<file path="src/rtl/uart_pkg.sv">
// Shared UART definitions: engine state encoding, parity mode codes, data width limits.
// The BREAK state exists only when UART_TX_BREAK_EN is defined.
package uart_pkg;

    localparam int unsigned DATA_W_MIN = 5;
    localparam int unsigned DATA_W_MAX = 9;

    // Wide enough to index any legal data width.
    localparam int unsigned CNT_W = $clog2(DATA_W_MAX);

    localparam logic [1:0] PAR_NONE = 2'b00;
    localparam logic [1:0] PAR_EVEN = 2'b01;
    localparam logic [1:0] PAR_ODD  = 2'b10;
    localparam logic [1:0] PAR_MARK = 2'b11;

    localparam logic [2:0] ST_IDLE   = 3'd0;
    localparam logic [2:0] ST_START  = 3'd1;
    localparam logic [2:0] ST_DATA   = 3'd2;
    localparam logic [2:0] ST_PARITY = 3'd3;
    localparam logic [2:0] ST_STOP   = 3'd4;
`ifdef UART_TX_BREAK_EN
    localparam logic [2:0] ST_BREAK  = 3'd5;
`endif

endpackage

</file>
<file path="src/rtl/uart_tx_frame_if.sv">
// Valid/ready word handshake between a producer and the UART transmitter.
interface uart_tx_frame_if #(
    parameter int DATA_W = 8
);
    logic              tx_valid;
    logic [DATA_W-1:0] tx_data;
    logic              tx_ready;

    modport master (output tx_valid, output tx_data, input tx_ready);
    modport slave  (input tx_valid, input tx_data, output tx_ready);
endinterface

</file>
<file path="src/rtl/uart_parity_gen.sv">
// Combinational parity bit for a DATA_W-bit word; shared by the UART transmitter and receiver.
module uart_parity_gen
    import uart_pkg::*;
#(
    parameter int DATA_W = 8
) (
    input  logic [DATA_W-1:0] word,
    input  logic [1:0]        par_mode,
    output logic              parity
);

    always_comb begin
        parity = 1'b0;
        case (par_mode)
            PAR_EVEN: parity = ^word;
            PAR_ODD:  parity = ~(^word);
            PAR_MARK: parity = 1'b1;
            default:  parity = 1'b0;
        endcase
    end

endmodule

</file>
<file path="src/rtl/uart_tx_frame.sv">
// Parametrised UART transmitter: DATA_W data bits, selectable parity, 1/2 stop bits,
// one-entry holding register. Define UART_TX_BREAK_EN to add the tx_break input and BREAK state.
module uart_tx_frame
    import uart_pkg::*;
#(
    parameter int DATA_W = 8
) (
    input  logic             clk,
    input  logic             rst,
    input  logic             baud_tick,
    input  logic             tx_en,
    input  logic [1:0]       par_mode,
    input  logic             stop2,
`ifdef UART_TX_BREAK_EN
    input  logic             tx_break,
`endif
    uart_tx_frame_if.slave   tx,
    output logic             tx_busy,
    output logic             tx_done,
    output logic             txd
);

    logic [2:0]        state;
    logic [DATA_W-1:0] hold_data;
    logic [DATA_W-1:0] shift;
    logic              hold_full;
    logic [CNT_W-1:0]  bit_cnt;
    logic              stop_cnt;
    logic              par_en_l;
    logic              par_bit_l;
    logic              stop2_l;
    logic              par_bit;
    logic              accept;
    logic              stop_last;
    logic              frame_gate;
    logic              brk_req;
    logic              go_load;
`ifdef UART_TX_BREAK_EN
    logic              go_brk;
    logic              brk_stop;
`endif

    // Parity is taken from the held word with the live mode, then latched at load.
    uart_parity_gen #(.DATA_W(DATA_W)) u_parity (
        .word     (hold_data),
        .par_mode (par_mode),
        .parity   (par_bit)
    );

    assign tx.tx_ready = tx_en & ~hold_full & ~rst;
    assign accept      = tx.tx_valid & tx.tx_ready;
    assign tx_busy     = (state != ST_IDLE) | hold_full;

    always_comb begin
        stop_last  = (state == ST_STOP) && !(stop2_l && !stop_cnt);
        frame_gate = (state == ST_IDLE) || stop_last;
`ifdef UART_TX_BREAK_EN
        brk_req    = tx_break;
        go_brk     = frame_gate & brk_req;
`else
        brk_req    = 1'b0;
`endif
        go_load    = frame_gate & ~brk_req & hold_full;
    end

    always_ff @(posedge clk or posedge rst) begin
        if (rst) begin
            state     <= ST_IDLE;
            txd       <= 1'b1;
            hold_full <= 1'b0;
            hold_data <= '0;
            shift     <= '0;
            bit_cnt   <= '0;
            stop_cnt  <= 1'b0;
            par_en_l  <= 1'b0;
            par_bit_l <= 1'b0;
            stop2_l   <= 1'b0;
            tx_done   <= 1'b0;
`ifdef UART_TX_BREAK_EN
            brk_stop  <= 1'b0;
`endif
        end else begin
            tx_done <= 1'b0;
            if (!tx_en) begin
                state     <= ST_IDLE;
                txd       <= 1'b1;
                hold_full <= 1'b0;
`ifdef UART_TX_BREAK_EN
                brk_stop  <= 1'b0;
`endif
            end else begin
                if (accept) begin
                    hold_full <= 1'b1;
                    hold_data <= tx.tx_data;
                end
                if (baud_tick) begin
`ifdef UART_TX_BREAK_EN
                    if (stop_last && !brk_stop)
                        tx_done <= 1'b1;
`else
                    if (stop_last)
                        tx_done <= 1'b1;
`endif
                    // End of stop and idle share one launch path, so back-to-back frames have no gap.
`ifdef UART_TX_BREAK_EN
                    if (go_brk) begin
                        txd   <= 1'b0;
                        state <= ST_BREAK;
                    end else
`endif
                    if (go_load) begin
                        txd       <= 1'b0;
                        shift     <= hold_data;
                        par_en_l  <= (par_mode != PAR_NONE);
                        par_bit_l <= par_bit;
                        stop2_l   <= stop2;
                        hold_full <= 1'b0;
                        state     <= ST_START;
`ifdef UART_TX_BREAK_EN
                        brk_stop  <= 1'b0;
`endif
                    end else begin
                        case (state)
                            ST_IDLE: txd <= 1'b1;
                            ST_START: begin
                                txd     <= shift[0];
                                bit_cnt <= '0;
                                state   <= ST_DATA;
                            end
                            ST_DATA: begin
                                if (bit_cnt < CNT_W'(DATA_W - 1)) begin
                                    txd     <= shift[1];
                                    shift   <= shift >> 1;
                                    bit_cnt <= bit_cnt + CNT_W'(1);
                                end else if (par_en_l) begin
                                    txd   <= par_bit_l;
                                    state <= ST_PARITY;
                                end else begin
                                    txd      <= 1'b1;
                                    stop_cnt <= 1'b0;
                                    state    <= ST_STOP;
                                end
                            end
                            ST_PARITY: begin
                                txd      <= 1'b1;
                                stop_cnt <= 1'b0;
                                state    <= ST_STOP;
                            end
                            ST_STOP: begin
                                if (!stop_last) begin
                                    stop_cnt <= 1'b1;
                                end else begin
                                    txd   <= 1'b1;
                                    state <= ST_IDLE;
`ifdef UART_TX_BREAK_EN
                                    brk_stop <= 1'b0;
`endif
                                end
                            end
`ifdef UART_TX_BREAK_EN
                            // Leaving break reuses STOP as a single, silent stop bit.
                            ST_BREAK: begin
                                if (!tx_break) begin
                                    txd      <= 1'b1;
                                    stop2_l  <= 1'b0;
                                    stop_cnt <= 1'b0;
                                    brk_stop <= 1'b1;
                                    state    <= ST_STOP;
                                end
                            end
`endif
                            default: begin
                                txd   <= 1'b1;
                                state <= ST_IDLE;
                            end
                        endcase
                    end
                end
            end
        end
    end

endmodule

</file>
<file path="src/flat_wrapper.sv">
// flat-port wrapper written by rule: the top's interface ports become plain ports
module uart_tx_frame_flat import uart_pkg::*;
#(
    parameter int DATA_W = 8
)
  (clk, rst, baud_tick, tx_en, par_mode, stop2, tx_busy, tx_done, txd, tx_tx_valid, tx_tx_data, tx_tx_ready);
  uart_tx_frame_if #(.DATA_W(DATA_W)) tx_i ();
  input  logic clk;
  input  logic rst;
  input  logic baud_tick;
  input  logic tx_en;
  input  logic [1:0] par_mode;
  input  logic stop2;
  output logic tx_busy;
  output logic tx_done;
  output logic txd;
  input wire logic [$bits(tx_i.tx_valid)-1:0] tx_tx_valid;
  input wire logic [$bits(tx_i.tx_data)-1:0] tx_tx_data;
  output wire logic [$bits(tx_i.tx_ready)-1:0] tx_tx_ready;
  assign tx_i.tx_valid = tx_tx_valid;
  assign tx_i.tx_data = tx_tx_data;
  assign tx_tx_ready = tx_i.tx_ready;
  uart_tx_frame #(.DATA_W(DATA_W)) u_core (.clk(clk), .rst(rst), .baud_tick(baud_tick), .tx_en(tx_en), .par_mode(par_mode), .stop2(stop2), .tx(tx_i), .tx_busy(tx_busy), .tx_done(tx_done), .txd(txd));
endmodule
</file>
<file path="config.mk">
export PLATFORM = sky130hd
export DESIGN_NAME = uart_tx_frame_flat
export DESIGN_NICKNAME = d
export VERILOG_FILES = /design/src/rtl/uart_pkg.sv /design/src/rtl/uart_tx_frame_if.sv /design/src/rtl/uart_parity_gen.sv /design/src/rtl/uart_tx_frame.sv /design/src/flat_wrapper.sv
export SDC_FILE = /design/constraint.sdc
export NUM_CORES = 1
export LEC_CHECK = 0
export BUFFER_PORTS_ARGS = -buffer_cell sky130_fd_sc_hd__buf_2
export CAP_MARGIN = 20
export CORE_UTILIZATION = 41
export DETAILED_ROUTE_END_ITERATION = 12
export GPL_TIMING_DRIVEN = 0
export PLACE_DENSITY = 0.59
export SYNTH_ARGS = -nofsm -noshare
export SYNTH_HDL_FRONTEND = slang
export SYNTH_SLANG_ARGS = --single-unit
</file>
<file path="constraint.sdc">
create_clock -name clk -period 2.8 [get_ports clk]
set_clock_uncertainty 0.2 [all_clocks]
set_input_delay 0 -clock clk [delete_from_list [all_inputs] [get_ports clk]]
set_output_delay 0 -clock clk [all_outputs]
set_load 0.01 [all_outputs]
</file>
Word level (Yosys, flattened, before mapping)
Index checks and enable logic that the tools add are counted.
{"block": "totals", "ff_bits": 30, "input_bits": 16, "out_inout_bits": 4, "wordCells": 88}
{"block": "op_classes", "addsub": 1, "magnitude_cmp": 1, "n_eq_ne": 15, "mux": 31, "n_bitwise": 9, "reduce_logical": 20}
{"cell": "$mux W8", "count": 3}
{"cell": "$mux W3", "count": 6}
{"cell": "$mux W1", "count": 16}
{"cell": "$pmux W3 S5", "count": 1}
{"cell": "$pmux W1 S3", "count": 3}
{"cell": "$ne A2 B2 Y1 const B", "count": 4}
{"cell": "$pmux W4 S2", "count": 1}
{"cell": "$reduce_and A4 Y1", "count": 2}
{"cell": "$reduce_bool A2 Y1", "count": 4}
{"cell": "$reduce_xor A8 Y1", "count": 1}
{"cell": "$reduce_and A7 Y1", "count": 1}
{"cell": "$eq A3 B2 Y1 const B", "count": 2}
{"cell": "$reduce_bool A3 Y1", "count": 2}
{"cell": "$reduce_and A5 Y1", "count": 1}
{"cell": "$add A4 B1 Y4 const B", "count": 1}
{"cell": "$and A1 B1 Y1", "count": 4}
{"cell": "$eq A2 B2 Y1 const B", "count": 2}
{"cell": "$lt A4 B3 Y1 const B", "count": 1}
{"cell": "$mux W4", "count": 1}
{"cell": "$ne A4 B2 Y1 const B", "count": 1}
{"cell": "$ne A4 B3 Y1 const B", "count": 1}
{"cell": "$not A1 Y1", "count": 4}
{"cell": "$reduce_and A2 Y1", "count": 2}
{"cell": "$eq A3 B1 Y1 const B", "count": 1}
{"cell": "other kinds (10)", "count": 12}

Logic depth before layout (Yosys ltp)
Gate-level depths: netlist of run 1.
{"block": "logic_depth", "ltp_word": 9, "depth_mapped": 7, "depth_no_buf": 6}

By module
A second synthesis of run 1 with hierarchy kept.
{"block": "hier_totals", "hier_cells": 140, "area_unflattened_um2": 1635.3}
{"module": "uart_tx_frame", "n_inst": 1, "cells_per_inst": 132, "area_per_inst_um2": 1562.7, "seq_area_each_um2": 752.0}
{"module": "uart_parity_gen", "n_inst": 1, "cells_per_inst": 8, "area_per_inst_um2": 72.6, "seq_area_each_um2": 0.0}

Worst setup path after synthesis of run 1
Ideal clock, no wire load.
{"block": "synth_timing", "kind": "register to register", "start": "register u_core.bit_cnt[0]", "end": "register u_core.shift[1]", "setup_time_ps": 125, "arrival_time_ps": 1638, "required_ps": 2475, "slack_ps": 837, "path_stages_with_launch": 6, "n_path_buf": 0, "synth_period_minus_slack_ps": 1963, "cell_sequence": "dfrtp_1 -> ha_1 -> a21oi_1 -> nand2_2 -> a21oi_4 -> mux2_2"}
{"block": "synth_between", "elab_chain_cells": 3}
{"item": "start: declaration", "line_no": "uart_tx_frame.sv:27", "text": "logic [CNT_W-1:0] bit_cnt;"}
{"item": "start signal: assignment", "line_no": "uart_tx_frame.sv:134", "text": "bit_cnt <= bit_cnt + CNT_W'(1);"}
{"item": "$lt A4 B3 Y1", "line_no": "uart_tx_frame.sv:131", "text": "if (bit_cnt < CNT_W'(DATA_W - 1)) begin"}
{"item": "$reduce_bool A2 Y1 (no line)"}
{"item": "$reduce_and A4 Y1 (no line)"}
{"item": "end signal: assignment", "line_no": "uart_tx_frame.sv:113", "text": "shift <= hold_data;"}
{"item": "end signal: assignment", "line_no": "uart_tx_frame.sv:133", "text": "shift <= shift >> 1;"}
{"item": "end: declaration", "line_no": "uart_tx_frame.sv:25", "text": "logic [DATA_W-1:0] shift;"}
No other way between the ends.
A chain may end at the register's enable or synchronous reset.

Worst setup path after layout of run 1
Same ends and word-level chain as after synthesis.

==> key figures, run 1 <==
Placement
  • HPWL after DPL: 2.18 mm
  • # port buffers: 19
  • Setup Slack @ Placement: 0.581 ns
  • Placer Congestion: 0.811

Final layout
  • Most frequent cells in the layout: dfrtp_1 (29), nand2_1 (27), buf_2 (23), dlygate4sd3_1 (16), mux2_2 (14)
  • Nets: 207
  • Fillers: 310
  • Storage cell area: 752 um^2
  • Commonest non-fill, non-tap cell in the layout: dfrtp_1
  • Antenna diodes: 0
  • Multi-input logic area: 733 um^2
  • Fraction of layout cells with a size suffix above 1: 29.3%
  • Util after Layout: 56.9%
  • Area Overhead vs Synth: 28.3%

Global routing
  • Largest net degree at the start of global routing: 21
  • Initial antenna violation count: 0
  • First-pass GRT wire length: 5.40 mm
  • GRT overflow: 0
  • Vias in the first global route: 1221
  • All-layer global routing usage: 17.9%

Die
  • CORE AREA: 0.00344 mm^2
  • Row cnt: 21
  • Die Ht: 63.0 um
  • Die width: 63.0 um
  • Die area: 0.00397 mm^2
  • Initial core utilization: 44.4%
  • Ports placed on the boundary: 20

Synth
  • Netlist cell types: 39
  • Gate count after technology mapping: 147
  • Top cells by area, synth: dfrtp_1 (48%), mux2_2 (10%), nand2_1 (6.6%)
  • Mapped Nets: 164
  • Yosys top cell area share: 47.5%
  • Sequential area share after synthesis: 49.2%
  • YS warnings: 0
  • Mean Syn Cell Area: 10.4 um^2
  • Mapped Area: 0.00153 mm^2
  • Seq cells post-synth: 30
  • Leading area contributor after synthesis: dfrtp_1

Flow run
  • # Max-Cap Violations: 0

Critical path
  • CP Cell Sequence: ha_1 > a21oi_1 > nand2_2 > a21oi_4 > mux2_2
  • Crit start category: flop
  • CP max stage delay: 0.41 ns
  • Critical path required time: 2.77 ns
  • Crit end category: flop
  • Largest fanout on the critical path: 8
  • CP arrival: 2.18 ns
  • CP max-delay cell: dfrtp_1
  • Setup CP Type: reg2reg

STA
  • Slew HR: 64.4%
  • Final setup fails: 0
  • Final Slew Violations: 0
  • Fmax: 0.451 GHz
  • Setup ws final: 0.584 ns
  • Final period utilization: 79.2%
  • RSZ-0062 raised after global routing: false
  • Final hold violations: 0
  • Hold_ws: 0.108 ns
  • Clock period minus worst slack: 2.22 ns
  • Setup TNS: 0 ns
  • Least-Margin Pin Slew: 0.533 ns

Drt
  • ANT nets after route: 0
  • Vias: 1204
  • Wire per inst: 13.3 um
  • Vias/cell: 5.08
  • WL final: 3.15 mm
  • DR DRC count: 0
  • Pre-Repair DR Iteration Count: 4
  • 1st-iter DRT viols: 91

Run status
  • Outcome: completed

Power and ir drop
  • PwrDens: 722 mW/mm^2
  • VDD IR-drop max: 0.359 mV
  • Pleak: 0.000898 uW

Clocking
  • Clock buffer count from CTS: 5
  • Clk_lat worst skew: 0.28 ns
  • Post-CTS Resized: 0
  • CTS H-tree lvls: 2
  • Clock sink total: 30
  • Root buf cell: clkbuf_8
  • Clock transition at path regs: 0.06 ns
  • TritonCTS clock tree: yes
  • Clock buffer depth: 2

Hold path
  • Hold Path Class: in2async
## what timing repair did
item,4_1_cts,5_1_grt
endpoints found under the hold margin,48,0
hold buffers,16,0
buffers inserted,0,0
setup endpoints to repair,0,0
## stage by stage
step           total power [uW]  std cells  cell area (um^2)
2_1_floorplan               945        147              1530
3_3_place_gp               1030        212              1680
3_5_place_dp               1050        213              1710
4_1_cts                    1430        237              1960
5_1_grt                    1500        237              1960
6_report                   1410        237              1960
## final cells by class
cell class	count	share of cell area [%]
Clock inverter	1	0.255
Inverter	6	1.15
Clock buffer	7	4.41
Timing Repair Buffer	36	14.4
Multi-Input combinational cell	107	37.4
Tap cell	46	2.94
Sequential cell	30	38.4
Buffer	4	1.02
## cell usage after synthesis (all sizes together)
cell type and count:
a211oi 2, a21boi 1, a21o 1, a21oi 9, a22o 1, a22oi 1, a31oi 1, a41oi 1
and2 3, and2b 2, and3 1, buf 4, dfrtp 29, dfstp 1, ha 1, inv 6
mux2 14, mux2i 3, nand2 28, nand3 1, nand3b 2, nand4 1, nor2 8, nor2b 1
nor3 1, nor3b 1, nor4 1, o2111a 1, o211a 1, o21ai 8, o22ai 1, o311ai 1
o31ai 2, or3 1, xnor2 7
## final timing paths
path                            cells past startpoint                           from                               to  slack [ns]
worst min register to register                      2  u_core.bit_cnt[3]$_DFFE_PP0P_    u_core.bit_cnt[3]$_DFFE_PP0P_        0.29
worst max register to register                      5  u_core.bit_cnt[0]$_DFFE_PP0P_      u_core.shift[1]$_DFFE_PP0P_        0.58
max in group asynchronous                           4                            rst      u_core.shift[6]$_DFFE_PP0P_        1.81
worst min-delay path                                3                            rst      u_core.state[1]$_DFFE_PP0P_        0.11
min in group clk                                    4                    tx_tx_valid  u_core.hold_data[4]$_DFFE_PP0P_        0.12
worst max-delay path                                5  u_core.bit_cnt[0]$_DFFE_PP0P_      u_core.shift[1]$_DFFE_PP0P_        0.58
## sequential cells by signal, indices dropped and copies added (netlist names)
register	cells
u_core.txd	1
u_core.stop2_l	1
u_core.stop_cnt	1
u_core.state	3
u_core.hold_data	8
u_core.shift	8
u_core.par_bit_l	1
u_core.hold_full	1
u_core.bit_cnt	4
u_core.tx_done	1
u_core.par_en_l	1
## kinds of logic after synthesis
logic type / synth area share, %
xor+xnor: 4.01
buf+inv: 2.78
compound gates: 13.8
flops: 49.2
fa+ha+maj: 0.819
simple gates: 17.1
mux: 12.3
## routing by layer
metal	global-route usage [%]	vias up	wire, um	share of wire (%)
met5	0	-	0	0
met4	9.01	0	21	0.67
met3	4.01	2	146	4.6
met2	30.8	25	1600	51
met1	20.6	578	1380	44
li1	-	599	-	-
## worst max-delay path: cells and delay by family (launching register included)
family,cells,cell delay (ns)
AO/OA/AOI/OAI,2,0.71
adder cells (fa/ha/maj),1,0.24
flip-flops,1,0.41
multiplexers,1,0.38
AND/OR/NAND/NOR,1,0.15
## report_power, final
group,total [uW],switching [uW],internal [uW]
combinational,423,200,223
sequential,632,84.4,547
clock,359,161,198
total,1410,446,968
No activity file was read; power rests on OpenSTA's default activity.
==> run 2: changes to the inputs <==
- clock period: 2.8 -> 2.07 ns (I/O delays scaled with it)
==> run 2 against run 1 <==
Compared with the run above:
- first-iteration DRC count decreased by 7.7%
- sequential power up 36%
- sequential share of layout area shrank 0.46 points
- critical endpoint unchanged
- highest routed layer unchanged
- die area unchanged
- global-route usage is 0.31 points higher
==> key figures, run 2 (same netlist as run 1, synthesis figures left out) <==
STA
  • Least-Margin Pin Slew: 0.535 ns (+0.00117 ns)
  • Final setup fails: 0 (unchanged)
  • Slew HR: 64.3% (-0.078 points)
  • Setup ws final: 0.0843 ns (-0.499 ns)
  • Final Slew Violations: 0 (unchanged)
  • Final hold violations: 0 (unchanged)
  • Clock period minus worst slack: 1.99 ns (-0.231 ns)
  • Final period utilization: 95.9% (+17 points)
  • RSZ-0062 raised after global routing: false
  • Fmax: 0.504 GHz (+12%)

Critical path
  • R2R cell count: 5 (unchanged)
  • CP Cell Sequence: buf_2 > nor3_4 > nand2_2 > a21oi_4 > mux2_2
  • Crit start category: flop
  • Worst path bufs/invs: 1 (+1)
  • Largest fanout on the critical path: 10 (+2)
  • Crit end category: flop
  • Stages on worst setup path: 5 (unchanged)
  • CP arrival: 1.95 ns (-0.23 ns)
  • CP max stage delay: 0.38 ns (-0.03 ns)
  • CP max-delay cell: dfrtp_1
  • Setup CP Type: reg2reg
  • Critical path required time: 2.04 ns (-0.73 ns)
  • Cell family with most CP delay: simple AND/OR/NAND/NOR gates

Flow run
  • # Max-Cap Violations: 0 (unchanged)

Power and ir drop
  • Pleak: 0.000900 uW (+0.16%)
  • PwrDens: 972 mW/mm^2 (+35%)
  • VDD IR-drop max: 0.487 mV (+36%)

Die
  • Die area: 0.00397 mm^2 (unchanged)
  • Ports placed on the boundary: 20 (unchanged)
  • Die width: 63.0 um (unchanged)
  • Row cnt: 21 (unchanged)
  • Initial core utilization: 44.4% (unchanged)
  • Die Ht: 63.0 um (unchanged)
  • CORE AREA: 0.00344 mm^2 (unchanged)

Final layout
  • Largest regs: u_core.hold_data: 8 flops, u_core.shift: 8 flops, u_core.bit_cnt: 4 flops
  • Nets: 207 (unchanged)
  • Post-route cell area: 0.00198 mm^2 (+1.2%)
  • Most frequent cells in the layout: dfrtp_1 (29), nand2_1 (27), buf_2 (23), dlygate4sd3_1 (15), mux2_2 (14)
  • Area Overhead vs Synth: 29.8%
  • Fraction of layout cells with a size suffix above 1: 31.4% (+2.1 points)
  • Commonest non-fill, non-tap cell in the layout: dfrtp_1
  • Non-filler cells, final: 237 (unchanged)
  • Antenna diodes: 0 (unchanged)

Drt
  • Vias/cell: 5.13 (+0.91%)
  • Vias: 1215 (+0.91%)
  • DR DRC count: 0 (unchanged)
  • WL final: 3.20 mm (+1.6%)
  • 1st-iter DRT viols: 84 (-7.7%)
  • ANT nets after route: 0 (unchanged)
  • Pre-Repair DR Iteration Count: 6 (+2)
  • Wire per inst: 13.5 um (+1.6%)

Clocking
  • CTS H-tree lvls: 2 (unchanged)
  • Clock buffer depth: 2 (unchanged)
  • Root buf cell: clkbuf_8
  • Clk_lat worst skew: 0.28 ns (about the same)
  • Clock sink total: 30 (unchanged)
  • Clock transition at path regs: 0.06 ns (about the same)
  • TritonCTS clock tree: yes
  • Clock buffer count from CTS: 5 (unchanged)

Global routing
  • Vias in the first global route: 1239 (+1.5%)
  • Initial antenna violation count: 0 (unchanged)
  • All-layer global routing usage: 18.2% (+0.31 points)
  • Largest net degree at the start of global routing: 21 (unchanged)
  • GRT overflow: 0 (unchanged)
  • First-pass GRT wire length: 5.49 mm (+1.7%)

Run status
  • Outcome: completed

Placement
  • # port buffers: 19 (unchanged)
  • HPWL after DPL: 2.18 mm (unchanged)
  • Placed cells: 213 (unchanged)
  • Setup Slack @ Placement: -0.149 ns (-0.730 ns)
  • Placer Congestion: 0.811 (unchanged)
  • Placed Area: 0.00171 mm^2 (unchanged)

Hold path
  • Hold Path Class: in2async
[run 2: worst paths after layout]
path,slack (ns),endpoint,startpoint
worst max-delay path,0.08,u_core.shift[1]$_DFFE_PP0P_,u_core.state[2]$_DFFE_PP0P_
worst min-delay path,0.12,u_core.state[1]$_DFFE_PP0P_,rst
worst max register to register,0.08,u_core.shift[1]$_DFFE_PP0P_,u_core.state[2]$_DFFE_PP0P_
worst min register to register,0.31,u_core.shift[5]$_DFFE_PP0P_,u_core.shift[5]$_DFFE_PP0P_
max in group asynchronous,1.07,u_core.shift[6]$_DFFE_PP0P_,rst
min in group clk,0.12,u_core.hold_data[4]$_DFFE_PP0P_,tx_tx_valid
[run 2: tightest hold or removal path: stages]
cell	delay, ns
dlygate4sd3_1	0.54
buf_2	0.13
inv_1	0.39
[run 2: where the power goes]
group | switching, uW | internal (uW) | total, uW
Combinational | 275 | 306 | 582
Clock | 218 | 268 | 485
Sequential | 121 | 741 | 861
Total | 613 | 1310 | 1930
[run 2: routing by layer]
layer | wire (um) | track usage, %
met3 | 142 | 4.01
met4 | 23 | 9.01
met1 | 1400 | 20.6
met5 | 0 | 0
met2 | 1640 | 31.9
[run 2: cell type report]
type | count | area, um^2
inverter | 6 | 22.5
clock inverter | 1 | 5.00
sequential | 30 | 752
clock buffer | 7 | 86.3
fill | 306 | 1460
tap | 46 | 57.6
buffer | 4 | 20.0
multi-input combinational | 107 | 759
timing repair buffer | 36 | 280
[run 2: stage by stage]
stage	utilization, %	total power [uW]	setup TNS (ns)	hold slack (ns)
6_report	57.6	1930	0	0.118
5_1_grt	57.6	2050	0	0.151
4_1_cts	57.0	1940	0	0.114
3_5_place_dp	49.6	1420	-0.874	-0.131
3_3_place_gp	48.8	1390	-0.747	0.00427
2_1_floorplan	-	1280	0	-0.146
[run 2: repair_timing]
| item | CTS | global route |
|---|---|---|
| hold buffers | 15 | 0 |
| pin swaps | 1 | 2 |
| buffers inserted | 1 | 0 |
| resized for setup | 1 | 4 |
| setup endpoints to repair | 7 | 8 |
| hold endpoints to repair | 48 | 0 |
